`src/rtl/fetch_unit.sv`:
```
// fetch_unit: instruction fetch stage.
// Owns the PC, fetches 32-bit words over a req/ack handshake into a small
// prefetch FIFO, presents the head instruction to decode and applies the
// decoder's pcsel redirect, flushing wrong-path words.
// Optional build macro: FETCH_PERF_EN adds fetch_count / flush_count outputs.
module fetch_unit #(
    parameter int                ADDR_W     = 32,
    parameter logic [ADDR_W-1:0] RESET_PC   = {ADDR_W{1'b0}},
    parameter int                FIFO_DEPTH = 2
) (
    input  logic              clock,
    input  logic              nReset,
    input  logic              stall,
    input  logic [1:0]        pcsel,
    input  logic              branch_taken,
    input  logic [ADDR_W-1:0] target,
    output logic              imem_req,
    output logic [ADDR_W-1:0] imem_addr,
    input  logic              imem_ack,
    input  logic [31:0]       imem_rdata,
    output logic              instr_valid,
    output logic [31:0]       instr,
    output logic [6:0]        opcode,
    output logic [2:0]        funct3,
    output logic [6:0]        funct7,
    output logic [ADDR_W-1:0] instr_pc,
`ifdef FETCH_PERF_EN
    output logic [31:0]       fetch_count,
    output logic [31:0]       flush_count,
`endif
    output logic [ADDR_W-1:0] pc_plus4
);

    localparam int PTR_W = (FIFO_DEPTH > 1) ? $clog2(FIFO_DEPTH) : 1;
    localparam int CNT_W = PTR_W + 1;
    localparam logic [CNT_W-1:0]  DEPTH_C   = CNT_W'(FIFO_DEPTH);
    localparam logic [ADDR_W-1:0] PC_INC_C  = ADDR_W'(32'd4);
    localparam logic [ADDR_W-1:0] START_PC_C = {RESET_PC[ADDR_W-1:2], 2'b00};

    // Fetch-side state
    logic [ADDR_W-1:0] fetch_pc_q, fetch_pc_d;
    logic              req_q, req_d;
    logic [ADDR_W-1:0] addr_q, addr_d;
    logic              discard_q, discard_d;

    // Prefetch FIFO storage and pointers
    logic [31:0]       data_mem_q [FIFO_DEPTH];
    logic [ADDR_W-1:0] pc_mem_q   [FIFO_DEPTH];
    logic [PTR_W-1:0]  wr_ptr_q, wr_ptr_d;
    logic [PTR_W-1:0]  rd_ptr_q, rd_ptr_d;
    logic [CNT_W-1:0]  count_q, count_d;

    // Control strobes
    logic              valid_s;
    logic              consume_s;
    logic              redirect_s;
    logic              xfer_s;
    logic              push_s;
    logic              pop_s;
    logic              busy_after_s;
    logic              issue_s;
    logic [31:0]       head_instr_s;
    logic [ADDR_W-1:0] head_pc_s;
    logic              unused_s;

    // The low two target bits never reach the PC: fetches are word aligned.
    assign unused_s = ^target[1:0];

    // Handshake, consume and redirect decoding.
    always_comb begin
        valid_s    = (count_q != {CNT_W{1'b0}});
        consume_s  = valid_s && !stall;
        redirect_s = consume_s && ((pcsel == 2'b01) || (pcsel == 2'b11) ||
                                   ((pcsel == 2'b10) && branch_taken));
        xfer_s     = req_q && imem_ack;
        // A word landing on a redirect edge, or while discarding, is wrong-path.
        push_s     = xfer_s && !discard_q && !redirect_s;
        pop_s      = consume_s && !redirect_s;
        // Request still pending after this edge (at most one is ever in flight).
        busy_after_s = req_q && !imem_ack;
    end

    // FIFO pointer/count next state; a redirect flushes everything.
    always_comb begin
        wr_ptr_d = wr_ptr_q;
        rd_ptr_d = rd_ptr_q;
        count_d  = count_q;
        if (redirect_s) begin
            wr_ptr_d = {PTR_W{1'b0}};
            rd_ptr_d = {PTR_W{1'b0}};
            count_d  = {CNT_W{1'b0}};
        end else begin
            if (push_s) begin
                wr_ptr_d = wr_ptr_q + PTR_W'(1);
            end else begin
                wr_ptr_d = wr_ptr_q;
            end
            if (pop_s) begin
                rd_ptr_d = rd_ptr_q + PTR_W'(1);
            end else begin
                rd_ptr_d = rd_ptr_q;
            end
            case ({push_s, pop_s})
                2'b10:   count_d = count_q + CNT_W'(1);
                2'b01:   count_d = count_q - CNT_W'(1);
                default: count_d = count_q;
            endcase
        end
    end

    // Request issue and PC next state. Issue looks at the post-edge count so a
    // word popped this edge frees its slot immediately (1 instr/cycle).
    // No issue on a redirect edge or while a stale word is being discarded, so
    // imem_req always drops for a cycle before the target fetch.
    always_comb begin
        issue_s    = !busy_after_s && !redirect_s && !discard_q &&
                     (count_d < DEPTH_C);
        fetch_pc_d = fetch_pc_q;
        addr_d     = addr_q;
        req_d      = 1'b0;
        discard_d  = discard_q;
        if (redirect_s) begin
            fetch_pc_d = {target[ADDR_W-1:2], 2'b00};
        end else if (issue_s) begin
            fetch_pc_d = fetch_pc_q + PC_INC_C;
        end else begin
            fetch_pc_d = fetch_pc_q;
        end
        if (issue_s) begin
            req_d  = 1'b1;
            addr_d = fetch_pc_q;
        end else if (busy_after_s) begin
            req_d  = 1'b1;
            addr_d = addr_q;
        end else begin
            req_d  = 1'b0;
            addr_d = addr_q;
        end
        if (redirect_s) begin
            discard_d = busy_after_s;
        end else if (xfer_s && discard_q) begin
            discard_d = 1'b0;
        end else begin
            discard_d = discard_q;
        end
    end

    // Fetch-side state registers.
    always_ff @(posedge clock or negedge nReset) begin
        if (!nReset) begin
            fetch_pc_q <= START_PC_C;
            req_q      <= 1'b0;
            addr_q     <= {ADDR_W{1'b0}};
            discard_q  <= 1'b0;
        end else begin
            fetch_pc_q <= fetch_pc_d;
            req_q      <= req_d;
            addr_q     <= addr_d;
            discard_q  <= discard_d;
        end
    end

    // FIFO storage, pointers and occupancy.
    always_ff @(posedge clock or negedge nReset) begin
        if (!nReset) begin
            for (int i = 0; i < FIFO_DEPTH; i++) begin
                data_mem_q[i] <= 32'd0;
                pc_mem_q[i]   <= {ADDR_W{1'b0}};
            end
            wr_ptr_q <= {PTR_W{1'b0}};
            rd_ptr_q <= {PTR_W{1'b0}};
            count_q  <= {CNT_W{1'b0}};
        end else begin
            if (push_s) begin
                data_mem_q[wr_ptr_q] <= imem_rdata;
                pc_mem_q[wr_ptr_q]   <= addr_q;
            end
            wr_ptr_q <= wr_ptr_d;
            rd_ptr_q <= rd_ptr_d;
            count_q  <= count_d;
        end
    end

`ifdef FETCH_PERF_EN
    logic [31:0] fetch_count_q;
    logic [31:0] flush_count_q;

    // Performance counters: words pushed and redirects taken, wrapping at 2^32.
    always_ff @(posedge clock or negedge nReset) begin
        if (!nReset) begin
            fetch_count_q <= 32'd0;
            flush_count_q <= 32'd0;
        end else begin
            if (push_s) begin
                fetch_count_q <= fetch_count_q + 32'd1;
            end
            if (redirect_s) begin
                flush_count_q <= flush_count_q + 32'd1;
            end
        end
    end

    assign fetch_count = fetch_count_q;
    assign flush_count = flush_count_q;
`endif

    // Head outputs come straight from the FIFO head and read zero when empty.
    always_comb begin
        if (valid_s) begin
            head_instr_s = data_mem_q[rd_ptr_q];
            head_pc_s    = pc_mem_q[rd_ptr_q];
        end else begin
            head_instr_s = 32'd0;
            head_pc_s    = {ADDR_W{1'b0}};
        end
    end

    assign imem_req    = req_q;
    assign imem_addr   = addr_q;
    assign instr_valid = valid_s;
    assign instr       = head_instr_s;
    assign opcode      = head_instr_s[6:0];
    assign funct3      = head_instr_s[14:12];
    assign funct7      = head_instr_s[31:25];
    assign instr_pc    = head_pc_s;
    assign pc_plus4    = valid_s ? (head_pc_s + PC_INC_C) : {ADDR_W{1'b0}};

endmodule

```
`config.mk`:
```
export PLATFORM = sky130hd
export DESIGN_NAME = fetch_unit
export DESIGN_NICKNAME = d
export VERILOG_FILES = /design/src/rtl/fetch_unit.sv
export SDC_FILE = /design/constraint.sdc
export NUM_CORES = 1
export LEC_CHECK = 0
export BUFFER_PORTS_ARGS = -buffer_cell sky130_fd_sc_hd__buf_2
export CORE_ASPECT_RATIO = 0.7
export CORE_UTILIZATION = 30
export DETAILED_ROUTE_END_ITERATION = 10
export PLACE_DENSITY = 0.51
export RECOVER_POWER = 100
export SLEW_MARGIN = 20
export SYNTH_ARGS = -nofsm -noshare
export SYNTH_HDL_FRONTEND = slang
export SYNTH_SLANG_ARGS = --single-unit
```
`constraint.sdc`:
```
create_clock -name clock -period 5.7 [get_ports clock]
set_input_delay 1.71 -clock clock [delete_from_list [all_inputs] [get_ports clock]]
set_output_delay 1.71 -clock clock [all_outputs]
set_load 0.02 [all_outputs]
```
==> impl_metrics.csv, run 1 <==
group,metric,value,unit
power_and_ir_drop,ir_drop,0.145,mV
critical_path,slowest_stage,"nor3_1",
grt,grt_use_total,15.8,%
clocking,cts_setup_buffers,0,
sta,setup-tns-final,0,ps
grt,grtUsageMet3,4.22,%
run_status,outcome,"complete, but fails checks",
cells_and_area,layout-drive-gt1-share,27.0,%
logic_synthesis,synth_top_area_share,50.2,%
sta,hold_violations,0,
route,drcViolationCount,0,
clocking,holdBufCountCts,0,
clocking,cts_tree,"built",
route,drt_iter0_drc,282,
run_status,violations,"max-capacitance violations, max-slew violations",
logic_synthesis,synth-main-ff-cell,"dfrtp_1",
power_and_ir_drop,cellLeakagePower,5.02,nW
route,dr.pass1.iters,4,
clocking,post_cts_resized,0,
logic_synthesis,synth_seq_area_share,50.2,%
grt,grt_pass1_vias,6631,
logic_synthesis,synth_largest_area_cell,"dfrtp_1",
sta,worst_clock_skew,10.8,ps
logic_synthesis,syn_avg_cell_area,11.6,um^2
clocking,cts-buffers-inserted,17,
place,place.gp.congestion,0.790,
critical_path,path_common_cell,"nand3_1",
clocking,cts.sinks,190,
logic_synthesis,synth_area,9470,um^2
floorplanning,die_h,151,um
grt,use_met2,23.0,%
critical_path,required,3990,ps
sta,setup_viol,0,
cells_and_area,area_growth_syn_to_layout,18.4,%
grt,grt_overflow,0,
floorplanning,rows,54,
place,dpl.cell_count,1401,
grt,use_met1,22.9,%
logic_synthesis,ys_top_cells_by_area,"dfrtp_1 50%, mux2_2 18%, mux2i_1 6.5%",
sta,slew_violations,295,
critical_path,worstPathArrival,3660,ps
place,hpwl,17600,um
logic_synthesis,syn_inst,819,
sta,slew_headroom,-74.7,%
route,ant_nets,0,
logic_synthesis,synth_edf_count,0,
cells_and_area,nNetsFinal,1073,
clocking,htreeDepth,4,
route,vias,6785,
clocking,clockBufferDepth,2,
critical_path,crit_path_start_kind,"flip-flop",
cells_and_area,post-route-util,36.0,%
critical_path,crit_path_end_kind,"output port",
grt,grt_pass1_wl,38900,um
route,routedWlPerCell,17.3,um
sta,period_minus_slack,5370,ps
sta,tightest_slew,2620,ps
job,cap_violations,6,
clocking,clk_pin_slew_worst_paths,70,ps
floorplanning,start_util,30.5,%
clocking,clock-root-buffer,"clkbuf_16",
place,io_buffers,209,
critical_path,worst-setup-path-type,"flip-flop to output port",
logic_synthesis,synth-seq-cells,190,
logic_synthesis,synth_warnings,0,
sta,fmax,186,MHz
floorplanning,die_area,32300,um^2
cells_and_area,final_cells,1433,
power_and_ir_drop,power.density,246,nW/um^2
floorplanning,ioPinCount,218,
critical_path,path_cells,"buf_4 > mux2i_1 > a211oi_1 > nand3_1 > nor3_1 > nand3_1 > xnor2_1 > clkbuf_1",
logic_synthesis,ys_types,47,
floorplanning,coreArea,31100,um^2
sta,rsz0062_at_grt,"false",
grt,grt_max_degree,103,
grt,top_usage_layer,"met2",
floorplanning,die_x,214,um
grt,antenna_found_initial,0,
cells_and_area,insertedDiodeCount,0,
critical_path,max_stage_delay,690,ps
logic_synthesis,synth-async-reset-ratio,100,%
clocking,clkLatencyLatePin,440,ps
critical_path,cp_max_fo,27,
route,drt-total-wl,24800,um
hold_path,hp-class,"flip-flop to flip-flop",
route,viasPerCell,4.73,
sta,min_period_over_period,94.3,%
==> flip-flops by register name, indices dropped and copies added (netlist names) <==
signal      flops
count_q         2
data_mem_q     64
discard_q       1
fetch_pc_q     30
imem_addr      30
imem_req        1
pc_mem_q       60
rd_ptr_q        1
wr_ptr_q        1
==> worst paths after layout <==
path | start | endpoint | slack (ps) | cells past startpoint
min in group asynchronous | nReset | fetch_pc_q[29]$_DFFE_PN0P_ | 2060 | 1
setup reg to reg | count_q[0]$_DFFE_PN0P_ | data_mem_q[32]$_DFFE_PN0P_ | 1040 | 7
setup / recovery | rd_ptr_q$_DFFE_PN0P_ | pc_plus4[28] | 330 | 8
hold reg to reg | pc_mem_q[31]$_DFFE_PN0P_ | pc_mem_q[31]$_DFFE_PN0P_ | 500 | 1
max in group asynchronous | nReset | data_mem_q[46]$_DFFE_PN0P_ | 1140 | 2
hold / removal | pc_mem_q[31]$_DFFE_PN0P_ | pc_mem_q[31]$_DFFE_PN0P_ | 500 | 1
==> cells in the final DEF (no fill, tap or decap), drive strengths merged, types with 9 or more instances in the layout <==
| master | Yosys | layout |
|---|---|---|
| xor2 | 22 | 22 |
| clkbuf | 21 | 163 |
| buf | 44 | 79 |
| inv | 7 | 9 |
| nand3 | 32 | 32 |
| nand4 | 10 | 10 |
| nor3 | 17 | 17 |
| nor4 | 10 | 10 |
| nor2 | 87 | 87 |
| mux2i | 62 | 62 |
| xnor2 | 35 | 35 |
| dfrtp | 190 | 190 |
| nand2 | 48 | 48 |
| o21ai | 20 | 20 |
| a21oi | 18 | 18 |
| mux2 | 155 | 155 |
==> per-layer routing <==
metal  wire [um]  vias to the layer above
met3        1230                       16
met5           0                        -
met1       12500                     3428
met4         272                        0
met2       10800                      157
li1            -                     3184
==> synthesized netlist by cell type (7+ instances only) <==
master / n
nand4_1: 10
nor2_1: 86
nand2_1: 48
nor3_1: 15
buf_2: 16
o21ai_0: 18
and4_1: 7
mux2_2: 155
buf_4: 26
nand3_1: 32
dfrtp_1: 190
xnor2_1: 35
xor2_1: 22
mux2i_1: 61
a21oi_1: 18
clkbuf_1: 21
==> power breakdown <==
part           internal [W]  switching (W)
Sequential          0.00135      0.0000113
Clock              0.000752       0.000550
Combinational     0.0000319      0.0000551
Total               0.00214       0.000617
==> stage by stage <==
stage | hold WS, ps | setup slack, ps | instance area, um^2 | total power (W)
2_1_floorplan | 473 | 589 | 9480 | 0.00142
3_3_place_gp | 485 | 945 | 10800 | 0.00148
3_5_place_dp | 493 | 947 | 10800 | 0.00148
4_1_cts | 508 | 438 | 11500 | 0.00280
5_1_grt | 517 | 63.8 | 11200 | 0.00286
6_report | 504 | 326 | 11200 | 0.00275
==> kinds of logic (layout without fill, tap and decap cells) <==
family / after synthesis / in the layout / share of synthesized area [%]
other: 1 / 6 / 0.0396
xor gates and xnor gates: 57 / 57 / 5.27
muxes: 217 / 217 / 25.0
buffers and inverters: 72 / 261 / 4.18
AOI/OAI and AO/OA: 48 / 48 / 2.90
adders and majority gates: 2 / 2 / 0.264
and+or+nand+nor: 232 / 232 / 12.1
DFF: 190 / 190 / 50.2
==> layout make-up <==
class / instances / area (um^2)
repair buffers: 222 / 965
well taps: 420 / 526
clock inverters: 12 / 185
clock buffers: 20 / 447
flip-flops and latches: 190 / 4760
multi-input cells: 562 / 4300
inverters: 7 / 26.3
fillers: 3247 / 19900
==> critical path: cells and delay by family (launching register included) <==
| family | cells | cell delay, ps |
|---|---|---|
| muxes | 1 | 190 |
| AOI/OAI and AO/OA | 1 | 340 |
| and+or+nand+nor | 3 | 1130 |
| DFF | 1 | 630 |
| xor gates and xnor gates | 1 | 180 |
| buffers and inverters | 2 | 730 |
Power figures use the tool's default switching activity.
==> run 2: changes to the inputs <==
- PLACE_DENSITY: 0.51 -> 0.52
==> run 2 against run 1 <==
  * The flow finishes with violations (design-rule violations, max-capacitance violations, max-slew violations)
  * Flip-flop and latch count unchanged
  * Count of clock-buffer cells in the layout grew 1
  * Sequential share of layout area grew 0.13 points
  * Non-clock buffer count down 1
  * Critical endpoint is now pc_plus4[22]
  * Largest power group unchanged
==> impl_metrics.csv, run 2 (same netlist as run 1, synthesis figures left out) <==
group,metric,value,unit
floorplanning,ioPinCount,218,
grt,antenna_found_initial,0,
critical_path,r2r_end,"data_mem_q[6]$_DFFE_PN0P_",
critical_path,regToRegSetupSlack,530,ps
sta,tightest_slew,2430,ps
power_and_ir_drop,power.density,237,nW/um^2
cells_and_area,largest_reg_flops,64,
grt,grt_pass1_wl,38700,um
sta,period_minus_slack,5300,ps
clocking,clkLatencyLatePin,450,ps
job,cap_violations,4,
power_and_ir_drop,ir_drop,0.167,mV
grt,grt_overflow,0,
floorplanning,die_x,214,um
clocking,clock-root-buffer,"clkbuf_16",
sta,timing.hold.ws,502,ps
clocking,cts.sinks,190,
floorplanning,die_area,32300,um^2
route,ant_nets,0,
critical_path,crit_path_start_kind,"flip-flop",
hold_path,hp-class,"flip-flop to flip-flop",
sta,fmax,189,MHz
route,dr.pass1.iters,8,
cells_and_area,top_register,"data_mem_q",
route,drcViolationCount,1,
floorplanning,coreArea,31100,um^2
place,post-place-ws,955,ps
sta,setup_viol,0,
clocking,cts_tree,"built",
hold_path,worstHoldStart,"pc_mem_q[31]$_DFFE_PN0P_",
cells_and_area,layout-drive-gt1-share,27.9,%
cells_and_area,nFillCells,3227,
place,hpwl,17500,um
hold_path,hold_path_end,"pc_mem_q[31]$_DFFE_PN0P_",
clocking,post_cts_resized,0,
clocking,cts_setup_buffers,0,
grt,grt_pass1_vias,6680,
sta,hold_violations,0,
route,routedWlPerCell,17.3,um
power_and_ir_drop,cellLeakagePower,5.01,nW
sta,worst_clock_skew,13.8,ps
critical_path,crit_path_end_kind,"output port",
sta,rsz0062_at_grt,"false",
cells_and_area,reg.largest.list,"data_mem_q x64, pc_mem_q x60",
floorplanning,rows,54,
run_status,violations,"design-rule violations, max-capacitance violations, max-slew violations",
cells_and_area,nNetsFinal,1072,
critical_path,required,3990,ps
critical_path,r2r_cells,7,
sta,min_period_over_period,93.1,%
route,vias,6803,
cells_and_area,post-route-util,35.9,%
clocking,holdBufCountCts,0,
sta,setup-tns-final,0,ps
critical_path,worst-setup-path-type,"flip-flop to output port",
place,place.gp.congestion,0.758,
clocking,clockBufferDepth,2,
route,drt_iter0_drc,334,
sta,slew_violations,227,
sta,slew_headroom,-62.4,%
route,viasPerCell,4.75,
route,drt-total-wl,24800,um
hold_path,whs_path_depth,1,
cells_and_area,final_common_cell,"dfrtp_1",
floorplanning,die_h,151,um
sta,fin_ws,396,ps
grt,grt_max_degree,103,
clocking,clk_pin_slew_worst_paths,80,ps
critical_path,worstPathArrival,3590,ps
cells_and_area,insertedDiodeCount,0,
critical_path,cp_max_fo,33,
critical_path,reg2reg_from,"count_q[0]$_DFFE_PN0P_",
cells_and_area,final_cell_mix,"189 x dfrtp_1, 155 x mux2_2, 136 x clkbuf_1",
run_status,outcome,"complete, but fails checks",
clocking,htreeDepth,4,
floorplanning,start_util,30.5,%
cells_and_area,area_growth_syn_to_layout,18.0,%
place,io_buffers,209,
clocking,cts-buffers-inserted,17,
grt,grt_use_total,15.7,%
-- run 2: changes by cell type in the layout (fill, tap and decap cells not counted), moves of 3 or more --
cell | previous run | this run
buf_2 | 73 | 76
clkbuf_1 | 141 | 136
nor4_1 | 10 | 7
bufinv_16 | 4 | 1
-- run 2: cell type report --
| cell class | count | area (um^2) | area share [%] |
|---|---|---|---|
| Tap cell | 420 | 526 | 4.71 |
| Clock inverter | 11 | 106 | 0.952 |
| Sequential cell | 190 | 4760 | 42.6 |
| Clock buffer | 21 | 470 | 4.21 |
| Multi-Input combinational cell | 562 | 4330 | 38.7 |
| Inverter | 7 | 26.3 | 0.235 |
| Timing Repair Buffer | 221 | 955 | 8.55 |
-- run 2: metal layers --
layer  global-route usage, %  routed length (um)  share of wire (%)  vias to the layer above
met5                       0                   0                  0                        -
met4                    5.00                 356                1.4                        0
met3                    3.96                1260                5.1                       20
met2                    23.1               10800                 44                      154
met1                    22.4               12400                 50                     3442
li1                        -                   -                  -                     3187
-- run 2: worst max-delay path by stage --
stage | start | endpoint | slack (ps) | cells past startpoint
final | count_q[0]$_DFFE_PN0P_ | pc_plus4[22] | 400 | 8
after global routing | count_q[0]$_DFFE_PN0P_ | pc_plus4[22] | 100 | 8
after CTS | rd_ptr_q$_DFFE_PN0P_ | pc_plus4[29] | 440 | 8
after detailed placement | rd_ptr_q$_DFFE_PN0P_ | pc_plus4[29] | 960 | 8
after global placement | rd_ptr_q$_DFFE_PN0P_ | pc_plus4[29] | 980 | 8
after floorplan | rd_ptr_q$_DFFE_PN0P_ | pc_plus4[28] | 590 | 13
-- run 2: through the flow --
stage	cells	area, um^2	power [W]
finish	1432	11200	0.00264
floorplan	824	9480	0.00142
global route	1432	11200	0.00275
detailed placement	1400	10900	0.00148
CTS	1432	11400	0.00269
global placement	1400	10900	0.00148
-- run 2: power by group --
| group | switching [W] | internal [W] |
|---|---|---|
| registers | 0.0000125 | 0.00135 |
| logic | 0.0000545 | 0.0000317 |
| clock network | 0.000548 | 0.000642 |
-- run 2: worst max-delay path: stages (launching register included) --
cell and delay (ps):
dfrtp_1 460, nor2_4 670, clkbuf_1 820, a211oi_1 200
nand3_1 240, nor3_1 120, nand3_1 160, xnor2_1 130
clkbuf_1 310
